$ cat src/rtl/byte_unstriping.sv
// Two-lane to one-lane byte unstriper (lane 0 = even bytes, lane 1 = odd bytes).
// Latency: lane-0 byte out 1 clk_2f after capture edge, lane-1 byte out 2 after.
// No backpressure: the consumer must accept one byte slot per clk_2f cycle.
//
// Ports:
//   clk_2f            double-rate clock, all state on posedge
//   reset             synchronous active-low reset
//   lane_0 / valid_0  even-order byte and its valid flag
//   lane_1 / valid_1  odd-order byte and its valid flag
//   data_out          reassembled byte stream (qualified by valid_out)
//   valid_out         data_out carries a valid byte this cycle
//   err_out           sticky lane protocol error (only with UNSTRIPE_ERR_EN)
//
// Optional feature macro: UNSTRIPE_ERR_EN enables the odd-without-even check
// and the err_out port.
module byte_unstriping (
    input  logic       clk_2f,
    input  logic       reset,
    input  logic [7:0] lane_0,
    input  logic [7:0] lane_1,
    input  logic       valid_0,
    input  logic       valid_1,
    output logic [7:0] data_out,
    output logic       valid_out
`ifdef UNSTRIPE_ERR_EN
    ,
    output logic       err_out
`endif
);

    typedef enum logic {
        PH_CAP  = 1'b0,
        PH_EMIT = 1'b1
    } phase_t;

    phase_t     phase_q, phase_d;
    logic [7:0] cap0_q, cap0_d;
    logic       cap0_v_q, cap0_v_d;
    logic [7:0] hold1_q, hold1_d;
    logic       hold1_v_q, hold1_v_d;
    logic [7:0] data_q, data_d;
    logic       valid_q, valid_d;
`ifdef UNSTRIPE_ERR_EN
    logic       err_q, err_d;
    logic       odd_err;
`endif

    // Phase register and all datapath state. Reset clears every held byte so
    // nothing captured before a mid-operation reset can ever be emitted.
    always_ff @(posedge clk_2f) begin
        if (!reset) begin
            phase_q   <= PH_CAP;
            cap0_q    <= 8'h00;
            cap0_v_q  <= 1'b0;
            hold1_q   <= 8'h00;
            hold1_v_q <= 1'b0;
            data_q    <= 8'h00;
            valid_q   <= 1'b0;
`ifdef UNSTRIPE_ERR_EN
            err_q     <= 1'b0;
`endif
        end else begin
            phase_q   <= phase_d;
            cap0_q    <= cap0_d;
            cap0_v_q  <= cap0_v_d;
            hold1_q   <= hold1_d;
            hold1_v_q <= hold1_v_d;
            data_q    <= data_d;
            valid_q   <= valid_d;
`ifdef UNSTRIPE_ERR_EN
            err_q     <= err_d;
`endif
        end
    end

`ifdef UNSTRIPE_ERR_EN
    // An odd byte arriving without its even partner breaks lane alignment.
    assign odd_err = valid_1 & ~valid_0;
`endif

    // Next-state / output logic. Lanes are only sampled on the capture phase;
    // the emit phase replays the stored lane-0 byte.
    always_comb begin
        phase_d   = (phase_q == PH_CAP) ? PH_EMIT : PH_CAP;
        cap0_d    = cap0_q;
        cap0_v_d  = cap0_v_q;
        hold1_d   = hold1_q;
        hold1_v_d = hold1_v_q;
        data_d    = data_q;
        valid_d   = valid_q;
`ifdef UNSTRIPE_ERR_EN
        err_d     = err_q;
`endif
        if (phase_q == PH_CAP) begin
            // Emit the lane-1 byte of the previous pair while capturing
            // the new pair; this is what makes the output bubble-free.
            data_d    = hold1_q;
            valid_d   = hold1_v_q;
            cap0_d    = lane_0;
            cap0_v_d  = valid_0;
            hold1_d   = lane_1;
`ifdef UNSTRIPE_ERR_EN
            hold1_v_d = valid_1 & ~odd_err;
            err_d     = err_q | odd_err;
`else
            hold1_v_d = valid_1;
`endif
        end else begin
            data_d  = cap0_q;
            valid_d = cap0_v_q;
        end
    end

    assign data_out  = data_q;
    assign valid_out = valid_q;
`ifdef UNSTRIPE_ERR_EN
    assign err_out   = err_q;
`endif

endmodule
$ cat config.mk
export PLATFORM = sky130hd
export DESIGN_NAME = byte_unstriping
export DESIGN_NICKNAME = d
export VERILOG_FILES = /design/src/rtl/byte_unstriping.sv
export SDC_FILE = /design/constraint.sdc
export NUM_CORES = 1
export LEC_CHECK = 0
export CORE_MARGIN = 5
export CORE_UTILIZATION = 49
export DETAILED_ROUTE_END_ITERATION = 8
export PLACE_DENSITY_LB_ADDON = 0.3
export SYNTH_ARGS = -nofsm -noshare
export SYNTH_HDL_FRONTEND = slang
export SYNTH_SLANG_ARGS = --single-unit
$ cat constraint.sdc
create_clock -name clk_2f -period 1.8 [get_ports clk_2f]
set_input_delay 0.36 -clock clk_2f [delete_from_list [all_inputs] [get_ports clk_2f]]
set_output_delay 0.36 -clock clk_2f [all_outputs]
set_load 0.02 [all_outputs]
==> results.toml, run 1 <==
[clock_tree]
cts_buffers = 3
clk_latency_ps = 320
clkSlewWorstSetupHoldPaths_ps = 150
cts_buffer_depth = 2
h-tree-depth = 1
clk_root_buffer_cell = "clkbuf_4"
cts_sinks = 28
ctsHoldBuffers = 0
ctsResizeCount = 0
tritoncts = "yes"
postCtsSetupBuffers = 0

[logic_synthesis]
synthAdderAreaFrac = 0
syn_nets = 118
synth_top_area_frac = 0.5365
ys_seq_area_frac = 0.5365
synth-simple-area-share = 0.2000
synth_top_family_by_area = "simple AND/OR/NAND/NOR gates"
synth.area.top_cells = "dfxtp_1 54%, a21boi_1 13%, nand2b_1 11%"
synth_enable_flop_cells = 0
synthArstFlopShare = 0
syn_inst = 98
synth_compound_area_frac = 0.1293
ys_types = 10
yosysWarnings = 0
yosysMostFrequentCell = "dfxtp_1"
synth_xor_area_frac = 0
synth_seq_cells = 28
yosysTopAreaCell = "dfxtp_1"
synth_common_cells = "28 x dfxtp_1, 18 x a21boi_1, 18 x nand2b_1"
synth_mux_area_frac = 0.08623
netlist_area_sq_mm = 0.001045
postSynthAreaPerCell_sq_um = 10.66
synth-main-ff-cell = "dfxtp_1"

[setup_path]
arrival_ps = 1250
cp_slowest_cell = "clkdlybuf4s50_1"
critPathTopFamily = "buffers and inverters"
crit_buf_inv = 1
required_ps = 1440
r2r_cells = 3
critPathMaxStageDelay_ps = 590
critPathKind = "reg -> out"
end_kind = "output port"
worstPathCellList = "clkdlybuf4s50_1"
path_max_fanout = 1
cp_num_cells = 1
cp-start-kind = "flop"
r2r_setup_slack_ps = 610

[timing]
fin_setup_tns_ps = 0
fin_crit_ps = 1610
max_freq_mhz = 621.3
relSlewSlack = 0.7165
worst_pin_slew_ps = 424.6
final_hold_viol_count = 0
period_share = 0.8942
clock_skew_ps = 5.272
drv_slew = 0
setup_violations = 0
rsz0062_at_grt = "false"

[min_path]
hold_path_class = "reg -> reg"
min_path_cells = 2

[floorplan]
die_h_um = 56.18
start_util = 0.5219
die_area_sq_mm = 0.003156
die_w_um = 56.18
core_area_sq_mm = 0.002002
io_pins = 29
num_rows = 16

[layout]
multi_input_area_sq_um = 434.2
num-fill-cells = 160
drive_gt1_frac = 0.04762
syn_to_final_growth_pct = 32.93
layout.area.seq_sq_um = 560.5
fin_nets = 147
n_antenna_cell = 0
fin_util = 0.6938

[global_route]
grt_antenna_before_repair = 0
first_global_vias = 667
grtUsageTotal = 0.1144
grt_overflow_total = 0
grt_pass1_wl_um = 2884
grt_max_degree = 29

[detailed_routing]
wirelength_um = 1660
vias = 706
drc = 0
via_per_inst = 4.614
dr.pass1.iters = 2
avgRoutedWirePerCell_um = 10.85
first_iter_violations = 3
ant_nets = 0

[job]
drv_cap = 0

[place]
port_buffers = 28
hpwlAfterDp_um = 1174
finalWeightedCongestion = 0.7016

[power_and_ir_drop]
ir_worst_vdd_mv = 0.5065
p_per_area_mw_per_mm2 = 896.7
p_leak_nw = 0.5340

[run_status]
status = "completed"
## report_power, final
group	leakage [nW]	total (mW)	switching (mW)	internal, mW
logic	0.275	0.167	0.0622	0.105
registers	0.231	0.676	0.0172	0.659
clock network	0.0279	0.403	0.178	0.225
## cells in the final DEF (no fill, tap or decap)
| master | instances |
|---|---|
| clkdlybuf4s50_1 | 28 |
| buf_12 | 1 |
| bufinv_16 | 1 |
| mux2i_1 | 9 |
| a21boi_1 | 18 |
| nand2b_1 | 18 |
| buf_4 | 1 |
| clkbuf_4 | 3 |
| nand2_1 | 9 |
| dfxtp_1 | 28 |
| nor2b_1 | 10 |
## per-stage QoR
step           cell area, sq um  setup slack (ps)  cells  total power, mW  hold WS, ps
3_3_place_gp               1336             489.3    149           0.8536        449.9
2_1_floorplan              1045             897.3     98           0.7852        438.6
3_5_place_dp               1336             480.9    149           0.8588        459.8
4_1_cts                    1389             165.2    153            1.260        480.9
6_report                   1389             190.4    153            1.245        468.2
5_1_grt                    1389             129.1    153            1.301        487.9
## worst paths after layout
kind                                    end   startpoint
worst min register to register  data_out[4]    cap0_q[4]
worst max register to register   hold1_q[6]      phase_q
worst max-delay path            data_out[3]  data_out[3]
worst min-delay path            data_out[4]    cap0_q[4]
## per-layer routing
metal	global-route usage	wire length, um	vias up	part of all wire
li1	-	-	373	-
met4	0.06102	15	0	0.0090
met3	0.03712	89	2	0.054
met1	0.1384	785	317	0.47
met2	0.1786	769	14	0.46
met5	0	0	-	0
## cells by family after synthesis
kind of cell	count (synthesis)
muxes	9
DFF	28
AOI/OAI and AO/OA	18
and+or+nand+nor	37
buffers and inverters	6
## sequential cells by signal, summed over array words and instances, names as in the netlist
signal     cells
hold1_v_q      1
hold1_q        8
cap0_q         8
phase_q        1
data_out       8
cap0_v_q       1
valid_out      1
## layout make-up
cell class | count | share of cell area
multi-input cells | 64 | 0.3126
clock buffers | 3 | 0.01622
well taps | 27 | 0.02432
flip-flops and latches | 28 | 0.4036
clock inverters | 1 | 0.02162
repair buffers | 30 | 0.2216
Note: power is estimated with default switching activity, not from simulation.
==> run 2: changes to the inputs <==
- SETUP_SLACK_MARGIN: not set -> 0.2
- clock period: 1.8 -> 1.97 ns (I/O delays scaled with it)
==> results of run 2 <==
Same layout as run 1 (identical final DEF). Status: completed.
Main changes from that run: setup slack after placement 480.9 ps -> 616.9 ps; setup slack after layout 190.4 ps -> 326.4 ps; register-to-register setup slack 610 ps -> 780 ps; total power 1.245 mW -> 1.138 mW; worst IR drop on VDD 0.5065 mV -> 0.4628 mV
